==> config.mk <==
export PLATFORM = sky130hd
export DESIGN_NAME = muldiv_unit_flat
export DESIGN_NICKNAME = d
export VERILOG_FILES = /design/src/rtl/muldiv_unit_if.sv /design/src/rtl/muldiv_unit.sv /design/src/flat_wrapper.sv
export SDC_FILE = /design/constraint.sdc
export NUM_CORES = 1
export LEC_CHECK = 0
export ABC_AREA = 1
export BUFFER_PORTS_ARGS = -buffer_cell sky130_fd_sc_hd__buf_2
export CAP_MARGIN = 40
export CORE_MARGIN = 2
export CORE_UTILIZATION = 35
export CTS_CLUSTER_DIAMETER = 60
export CTS_CLUSTER_SIZE = 40
export DETAILED_ROUTE_END_ITERATION = 12
export PLACE_DENSITY = 0.57
export REMOVE_ABC_BUFFERS = 1
export SLEW_MARGIN = 30
export SYNTH_ARGS = -nofsm -noshare
export SYNTH_HDL_FRONTEND = slang
export SYNTH_SLANG_ARGS = --single-unit
==> constraint.sdc <==
create_clock -name clk -period 6.5 [get_ports clk]
set_clock_uncertainty 0.2 [all_clocks]
set_input_delay 0.975 -clock clk [delete_from_list [all_inputs] [get_ports clk]]
set_output_delay 0.975 -clock clk [all_outputs]
set_load 0.005 [all_outputs]
==> src/rtl/muldiv_unit_if.sv <==
// muldiv_unit_if -- request/result bundle between the core and the multiply/divide unit.
//   start, op, a, b   : operation request (op: 00 MULT, 01 MULTU, 10 DIV, 11 DIVU)
//   hi_we, lo_we, wdata: MTHI / MTLO writes into the HI/LO registers
//   busy, done         : in-flight indicator and one-cycle completion pulse
//   hi, lo             : architectural HI/LO registers
interface muldiv_unit_if;
  logic        start;
  logic [1:0]  op;
  logic [31:0] a;
  logic [31:0] b;
  logic        hi_we;
  logic        lo_we;
  logic [31:0] wdata;
  logic        busy;
  logic        done;
  logic [31:0] hi;
  logic [31:0] lo;

  modport master (
    output start, op, a, b, hi_we, lo_we, wdata,
    input  busy, done, hi, lo
  );

  modport slave (
    input  start, op, a, b, hi_we, lo_we, wdata,
    output busy, done, hi, lo
  );
endinterface

==> src/rtl/muldiv_unit.sv <==
// muldiv_unit -- iterative 32x32 multiply / 32/32 divide unit with HI/LO registers.
// Ports:
//   clk  : clock, all state changes on the rising edge
//   rst  : asynchronous, active-low reset
//   bus  : muldiv_unit_if.slave (request, MTHI/MTLO writes, busy/done, hi/lo)
// Every operation takes the same path: start edge, 32 CALC iterations, one FIX
// edge that applies sign correction and writes hi/lo. The datapath always works
// on operand magnitudes; signs are captured at start and re-applied in FIX.
module muldiv_unit (
  input  logic           clk,
  input  logic           rst,
  muldiv_unit_if.slave   bus
);

  typedef enum logic [1:0] {
    IDLE = 2'd0,
    CALC = 2'd1,
    FIX  = 2'd2
  } state_t;

  state_t      state_q, state_d;
  logic [4:0]  cnt_q, cnt_d;
  logic        is_div_q, is_div_d;
  logic        neg_q, neg_d;        // result (product / quotient) must be negated
  logic        sign_a_q, sign_a_d;  // remainder takes the dividend's sign
  logic [31:0] mcand_q, mcand_d;    // multiplicand or divisor magnitude
  logic [31:0] work_hi_q, work_hi_d;  // product upper half, or partial remainder
  logic [31:0] work_lo_q, work_lo_d;  // multiplier/product lower half, or dividend/quotient
  logic [31:0] hi_q, hi_d;
  logic [31:0] lo_q, lo_d;
  logic        done_q, done_d;

  // Start-time operand conditioning
  logic        op_signed;
  logic        sa, sb;
  logic [31:0] mag_a, mag_b;

  // One iteration of each algorithm
  logic [32:0] mul_sum;
  logic [32:0] div_shift;
  logic        div_ge;
  logic [31:0] div_sub;

  // FIX-stage results
  logic [63:0] prod, prod_neg;
  logic [31:0] quot_fix, rem_fix;

  always_comb begin
    op_signed = ~bus.op[0];
    sa        = op_signed & bus.a[31];
    sb        = op_signed & bus.b[31];
    mag_a     = sa ? (32'd0 - bus.a) : bus.a;
    mag_b     = sb ? (32'd0 - bus.b) : bus.b;

    // Shift-add: add multiplicand when the current multiplier bit is set,
    // then shift the 64-bit accumulator right by one (carry enters at the top).
    mul_sum   = {1'b0, work_hi_q} + (work_lo_q[0] ? {1'b0, mcand_q} : 33'd0);

    // Restoring divide: bring in the next dividend bit, subtract if it fits.
    // The difference always fits in 32 bits when the subtraction is taken.
    div_shift = {work_hi_q, work_lo_q[31]};
    div_ge    = div_shift >= {1'b0, mcand_q};
    div_sub   = div_shift[31:0] - mcand_q;

    prod      = {work_hi_q, work_lo_q};
    prod_neg  = 64'd0 - prod;
    // With a zero divisor every step "subtracts", leaving an all-ones quotient
    // and the dividend magnitude as remainder; only the quotient needs forcing.
    if (mcand_q == 32'd0)
      quot_fix = 32'hFFFF_FFFF;
    else
      quot_fix = neg_q ? (32'd0 - work_lo_q) : work_lo_q;
    rem_fix   = sign_a_q ? (32'd0 - work_hi_q) : work_hi_q;
  end

  always_comb begin
    state_d   = state_q;
    cnt_d     = cnt_q;
    is_div_d  = is_div_q;
    neg_d     = neg_q;
    sign_a_d  = sign_a_q;
    mcand_d   = mcand_q;
    work_hi_d = work_hi_q;
    work_lo_d = work_lo_q;
    hi_d      = hi_q;
    lo_d      = lo_q;
    done_d    = 1'b0;

    case (state_q)
      IDLE: begin
        if (bus.hi_we) hi_d = bus.wdata;
        if (bus.lo_we) lo_d = bus.wdata;
        if (bus.start) begin
          is_div_d  = bus.op[1];
          neg_d     = sa ^ sb;
          sign_a_d  = sa;
          // Multiplication is symmetric, so both algorithms load A into the
          // shifting register and B into the fixed operand register.
          mcand_d   = mag_b;
          work_hi_d = 32'd0;
          work_lo_d = mag_a;
          cnt_d     = 5'd0;
          state_d   = CALC;
        end
      end

      CALC: begin
        if (is_div_q) begin
          work_hi_d = div_ge ? div_sub : div_shift[31:0];
          work_lo_d = {work_lo_q[30:0], div_ge};
        end else begin
          work_hi_d = mul_sum[32:1];
          work_lo_d = {mul_sum[0], work_lo_q[31:1]};
        end
        cnt_d = cnt_q + 5'd1;
        if (cnt_q == 5'd31) state_d = FIX;
      end

      FIX: begin
        if (is_div_q) begin
          hi_d = rem_fix;
          lo_d = quot_fix;
        end else begin
          {hi_d, lo_d} = neg_q ? prod_neg : prod;
        end
        done_d  = 1'b1;
        state_d = IDLE;
      end

      default: state_d = IDLE;
    endcase
  end

  always_ff @(posedge clk or negedge rst) begin
    if (!rst) begin
      state_q   <= IDLE;
      cnt_q     <= 5'd0;
      is_div_q  <= 1'b0;
      neg_q     <= 1'b0;
      sign_a_q  <= 1'b0;
      mcand_q   <= 32'd0;
      work_hi_q <= 32'd0;
      work_lo_q <= 32'd0;
      hi_q      <= 32'd0;
      lo_q      <= 32'd0;
      done_q    <= 1'b0;
    end else begin
      state_q   <= state_d;
      cnt_q     <= cnt_d;
      is_div_q  <= is_div_d;
      neg_q     <= neg_d;
      sign_a_q  <= sign_a_d;
      mcand_q   <= mcand_d;
      work_hi_q <= work_hi_d;
      work_lo_q <= work_lo_d;
      hi_q      <= hi_d;
      lo_q      <= lo_d;
      done_q    <= done_d;
    end
  end

  assign bus.busy = (state_q != IDLE);
  assign bus.done = done_q;
  assign bus.hi   = hi_q;
  assign bus.lo   = lo_q;

endmodule

==> src/flat_wrapper.sv <==
// flat-port wrapper written by rule: the top's interface ports become plain ports
module muldiv_unit_flat 
  (clk, rst, bus_start, bus_op, bus_a, bus_b, bus_hi_we, bus_lo_we, bus_wdata, bus_busy, bus_done, bus_hi, bus_lo);
  muldiv_unit_if bus_i ();
  input  logic clk;
  input  logic rst;
  input wire logic [$bits(bus_i.start)-1:0] bus_start;
  input wire logic [$bits(bus_i.op)-1:0] bus_op;
  input wire logic [$bits(bus_i.a)-1:0] bus_a;
  input wire logic [$bits(bus_i.b)-1:0] bus_b;
  input wire logic [$bits(bus_i.hi_we)-1:0] bus_hi_we;
  input wire logic [$bits(bus_i.lo_we)-1:0] bus_lo_we;
  input wire logic [$bits(bus_i.wdata)-1:0] bus_wdata;
  output wire logic [$bits(bus_i.busy)-1:0] bus_busy;
  output wire logic [$bits(bus_i.done)-1:0] bus_done;
  output wire logic [$bits(bus_i.hi)-1:0] bus_hi;
  output wire logic [$bits(bus_i.lo)-1:0] bus_lo;
  assign bus_i.start = bus_start;
  assign bus_i.op = bus_op;
  assign bus_i.a = bus_a;
  assign bus_i.b = bus_b;
  assign bus_i.hi_we = bus_hi_we;
  assign bus_i.lo_we = bus_lo_we;
  assign bus_i.wdata = bus_wdata;
  assign bus_busy = bus_i.busy;
  assign bus_done = bus_i.done;
  assign bus_hi = bus_i.hi;
  assign bus_lo = bus_i.lo;
  muldiv_unit u_core (.clk(clk), .rst(rst), .bus(bus_i));
endmodule
# --- Word level (Yosys, flattened, before mapping) ---
# Index checks and enable logic that the tools add are counted.
op_classes:
  order_cmp: 1
  n_eq_ne: 7
  addsub: 8
  mux: 26
  bitwise: 4
  reduce_logical: 10
ops:
  columns: ["op", "n"]
  rows:
  - ["two-way mux 32 bit", 15]
  - ["case mux 32 bit (2 select lines)", 4]
  - ["subtractor 1 x 32 -> 32 bit, first input constant", 4]
  - ["two-way mux 64 bit", 1]
  - ["subtractor 1 x 64 -> 64 bit, first input constant", 1]
  - ["adder 32 x 33 -> 33 bit", 1]
  - ["greater-or-equal comparator 33 x 32 -> 1 bit", 1]
  - ["zero test 32 bit", 1]
  - ["subtractor 32 bit", 1]
  - ["case mux 5 bit (2 select lines)", 1]
  - ["AND reduction 2 bit", 5]
  - ["!= test 2 bit, second input constant", 3]
  - ["nonzero test 2 bit", 3]
  - ["adder 5 x 1 -> 5 bit, second input constant", 1]
  - ["equality test 5 bit, second input constant", 1]
  - ["two-way mux 5 bit", 1]
  - ["two-way mux 2 bit", 2]
  - ["case mux 2 bit (2 select lines)", 1]
  - ["bitwise AND 1 bit", 2]
  - ["equality test 2 x 1 -> 1 bit, second input constant", 1]
  - ["equality test 2 bit, second input constant", 1]
  - ["zero test 2 bit", 1]
  - ["!= test 2 x 1 -> 1 bit, second input constant", 1]
  - ["two-way mux 1 bit", 1]
  - ["other kinds (2)", 2]
totals:
  regBits: 171
  inputBits: 103
  wordCells: 67
  out_inout_bits: 66

# --- Logic depth before layout (Yosys ltp) ---
logic_depth:
  ltp_word: 5
  ltp_mapped: 20
  depth_no_buf: 18

# --- Worst setup path before layout ---
# No wires, ideal clock.
synth_timing:
  path_type: "register to register"
  from: "register u_core.work_lo_q[0]"
  to: "register u_core.work_hi_q[27]"
  t_arrival_ps: 2443
  period_less_slack_ps: 2760
  setup_slack_ps: 3740
  setup_time_ps: 117
  required_ps: 6183
  path_buffers: 2
  stages_incl_launch_ff: 20
  path_cell_list: "dfrtp_1 buf_2 clkbuf_1 nand2_1 inv_1 ha_1 inv_1 fa_1 o21ai_1 nand2_1 nand2_1 nand2_1 nand2_1 nand2_1 nand3_1 nand3_1 nand2_1 inv_1 nand2_1 nand2_1"
synth_between:
  elab_chain_len: 4
synth_lines:
  columns: ["element", "line_no", "text"]
  rows:
  - ["from (decl)", "muldiv_unit.sv:28", "logic [31:0] work_lo_q, work_lo_d;"]
  - ["from (signal assigned)", "muldiv_unit.sv:155", "work_lo_q <= work_lo_d;"]
  - ["two-way mux 32 bit", "muldiv_unit.sv:57", "mul_sum = {1'b0, work_hi_q} + (work_lo_q[0] ? {1'b0, mcand_q} : 33'd0);"]
  - ["adder 32 x 33 -> 33 bit", "muldiv_unit.sv:57", null]
  - ["two-way mux 32 bit", "muldiv_unit.sv:108", "if (is_div_q) begin"]
  - ["case mux 32 bit (2 select lines)", "muldiv_unit.sv:89", "case (state_q)"]
  - ["to (signal assigned)", "muldiv_unit.sv:154", "work_hi_q <= work_hi_d;"]
  - ["to (decl)", "muldiv_unit.sv:27", "logic [31:0] work_hi_q, work_hi_d;"]
# Every way passes these cells.
# A chain may end at the register's enable or synchronous reset.

# --- Final worst setup path ---
# Same ends and word-level chain as after synthesis.

==> run summary <==
Reg-to-Reg End: u_core.work_hi_q[27]$_DFFE_PN0P_
Hold slack final: 0.262 ns
Worst vdd rail ir drop: 259 uV
Slew headroom: 0.438
Number of I/O pins: 169
Largest cells by area after synthesis: dfrtp_1 (24%), nand2_1 (19%), nor2_1 (9.3%)
Number of fill cells: 5,718
Core utilization of the finished layout: 0.396
Crit path max-delay family: simple AND/OR/NAND/NOR gates
Mean area per synthesized cell: 5.73 um^2
Core Box Area: 50,100 um^2
Source-to-sink clock delay at the later pin of the worst-skew pair: 0.51 ns
Start point of the critical path: u_core.work_lo_q[0]$_DFFE_PN0P_
Max FO, Critical Path: 35
Unrepaired setup endpoints after global routing: false
Worst setup path class: flip-flop to flip-flop
Sum of negative setup slack: 0 ns
Die Ht: 229 um
Kind of start point of the critical path: flip-flop
Run status: complete, no violations
Maximum number of pins on one net before global-route repair: 97
Number of pins exceeding their max-slew limit in the final report: 0
Final Wtd Congestion: 0.966
Buffer depth of the longest clock path: 2
Cell count after synthesis: 3,096
All-Layer GR Usage: 0.276
Die W: 229 um
YS warnings: 0
Vias in the first global route: 18,800
Share of final-layout standard cells stronger than drive strength 1: 0.0822
Endpoint type of the worst setup path: flip-flop
Pre-antenna DRT Iters: 6
Number of enable flip-flop cells after synthesis: 0
Most used flip-flop cell after synthesis: dfrtp_1
Cell row count: 82
Fraction of registers with async set or reset after synthesis: 1.00
Worst min path class: primary input to async pin
Cell Area, Synth: 17,800 um^2
Critical Path, Cell by Cell: buf_4 > nand2_1 > inv_1 > ha_1 > inv_1 > fa_1 > o21ai_1 > nand2_1 > nand2_1 > nand2_1 > nand2_1 > nand2_1 > nand3_1 > nand3_1 > nand2_1 > inv_1 > nand2_1 > nand2_1
CTS tree: yes
Pwr dens: 588 nW/um^2
Post-CTS setup repair buffer count: 0
DRC violation count after routing: 0
Half-perimeter wire length of the detailed placement result: 58,400 um
Highest cell delay on the worst timing path: 0.44 ns
Final count of negative-setup-slack endpoints: 0
Top cell type's share of synthesized area: 0.241
Part of the Yosys area used for sequential elements: 0.241
Post-detailed-route count of antenna-violating nets: 0
Number of sinks on the clock net: 171
Total chip power: 11.6 mW
Global route overflow: 0
Cts bufs inserted: 17
Sequential standard cell area: 4280 um^2
Worst r2r path cells: 18
Die Area: 52,500 um^2
Initial standard-cell utilization of the core: 0.355
Worst Tran Pin Value: 0.840 ns
Hold violation total from the final report: 0
Total area of multi-input combinational cells: 11,500 um^2
Final worst path period share: 0.510
Worst r2r src: u_core.work_lo_q[0]$_DFFE_PN0P_
Vias/cell: 5.15
Final critical-path setup slack: 3.18 ns
Synth cell types: 50
Cell at the root of the clock tree: clkbuf_16
Depth of the CTS H-tree: 4
Initial antenna violation count: 0
CTS Hold Bufs: 0
Placement Setup Slack: 3.01 ns
Worst path arrival time: 3.52 ns
Slowest CP cell: fa_1
Leakage component of the power: 10.2 nW
Cell type with the highest occurrence count on the critical path: nand2_1
Total stage count of the critical path: 18
Layout overhead on the synthesized area: 11.6%
Capture point of the worst path: u_core.work_hi_q[27]$_DFFE_PN0P_
WP data required: 6.71 ns
First-pass GRT wire length: 112,000 um
Flop-to-flop setup slack: 3.18 ns
Average wire length per cell after detail routing: 18.6 um
Buffers and inverters on the worst path: 4
Fmax: 302 MHz
Final critical path time including I/O delays and setup: 3.32 ns
Drt first-iter violations: 1,761
Total of max-cap violations: 0
Library cell occupying the most area in the post-synthesis netlist: dfrtp_1
Layout Nets: 3,375
Number of I/O port buffers: 168
Synthesis-stage register bit count: 171
Clk pin slew, worst setup/hold paths: 0.08 ns
Total via count after detailed routing: 20,000
Cells resized by post-CTS repair: 0
Drt total wl: 72,400 um
## stage by stage
stage          instance area [um^2]  instances
2_1_floorplan                 17300       2993
3_3_place_gp                  19200       3851
3_5_place_dp                  19200       3853
4_1_cts                       19800       3884
5_1_grt                       19800       3884
6_report                      19800       3885
## area by class of cell
type / count / area share
sequential: 171 / 0.216
clock buffer: 19 / 0.0224
timing repair buffer: 188 / 0.0525
multi-input combinational: 2395 / 0.579
antenna: 1 / 0.000126
tap: 672 / 0.0424
inverter: 427 / 0.0810
clock inverter: 12 / 0.00676
## power by group
part | leakage [nW] | internal (mW) | total (mW) | switching [mW]
Clock | 0.281 | 0.546 | 1.07 | 0.524
Sequential | 1.98 | 1.60 | 2.48 | 0.877
Combinational | 7.89 | 2.66 | 8.10 | 5.44
Total | 10.2 | 4.81 | 11.6 | 6.84
## cell families after synthesis
family | after synthesis | share of synthesized area
AO/OA/AOI/OAI | 510 | 0.151
XOR/XNOR | 61 | 0.0301
adder cells (fa/ha/maj) | 72 | 0.0516
buffers and inverters | 530 | 0.115
flip-flops | 171 | 0.241
AND/OR/NAND/NOR | 1752 | 0.412
## synthesized netlist by cell type, types with 23 or more instances
cell and n:
nor2_1 441, ha_1 70, o21ai_0 218, nand3_1 273
dfrtp_1 171, a21oi_1 220, xnor2_1 23, o21ai_1 23
clkbuf_1 81, nand2_1 903, nor3_1 37, inv_1 419
xor2_1 38, nand4_1 41
## flip-flops by register name, summed over array words and instances (netlist names)
name              cells
u_core.bus.done       1
u_core.bus.hi        32
u_core.bus.lo        32
u_core.cnt_q          5
u_core.is_div_q       1
u_core.mcand_q       32
u_core.neg_q          1
u_core.sign_a_q       1
u_core.state_q        2
u_core.work_hi_q     32
u_core.work_lo_q     32
## layer usage
layer,vias up,part of all wire,track usage
li1,10100,-,-
met1,9051,0.47,0.391
met2,740,0.43,0.417
met3,123,0.070,0.0405
met5,-,0,0
met4,0,0.038,0.115
## layout by cell type, fill, tap and decap left out, types with 17 or more instances in the layout
master / count
o21ai_0: 218
xor2_1: 38
nand4_1: 41
xnor2_1: 23
buf_4: 17
inv_1: 418
buf_2: 167
nand2_1: 902
o21ai_1: 21
nor3_1: 37
nand3b_1: 18
dfrtp_1: 169
clkbuf_16: 17
nor2_1: 438
a21oi_1: 220
nand3_1: 273
ha_1: 70
## how the worst min path moves through the flow
stage / from / endpoint / slack [ns]
after floorplan: u_core.cnt_q[3]$_DFFE_PN0P_ / u_core.cnt_q[3]$_DFFE_PN0P_ / 0.25
after CTS: rst / u_core.mcand_q[12]$_DFFE_PN0P_ / 0.29
after detailed placement: u_core.bus.lo[31]$_DFFE_PN0P_ / u_core.bus.lo[31]$_DFFE_PN0P_ / 0.27
after global placement: u_core.bus.lo[2]$_DFFE_PN0P_ / u_core.bus.lo[2]$_DFFE_PN0P_ / 0.26
final: rst / u_core.mcand_q[12]$_DFFE_PN0P_ / 0.26
after global routing: rst / u_core.mcand_q[12]$_DFFE_PN0P_ / 0.31
(Power assumes the default switching activity.)
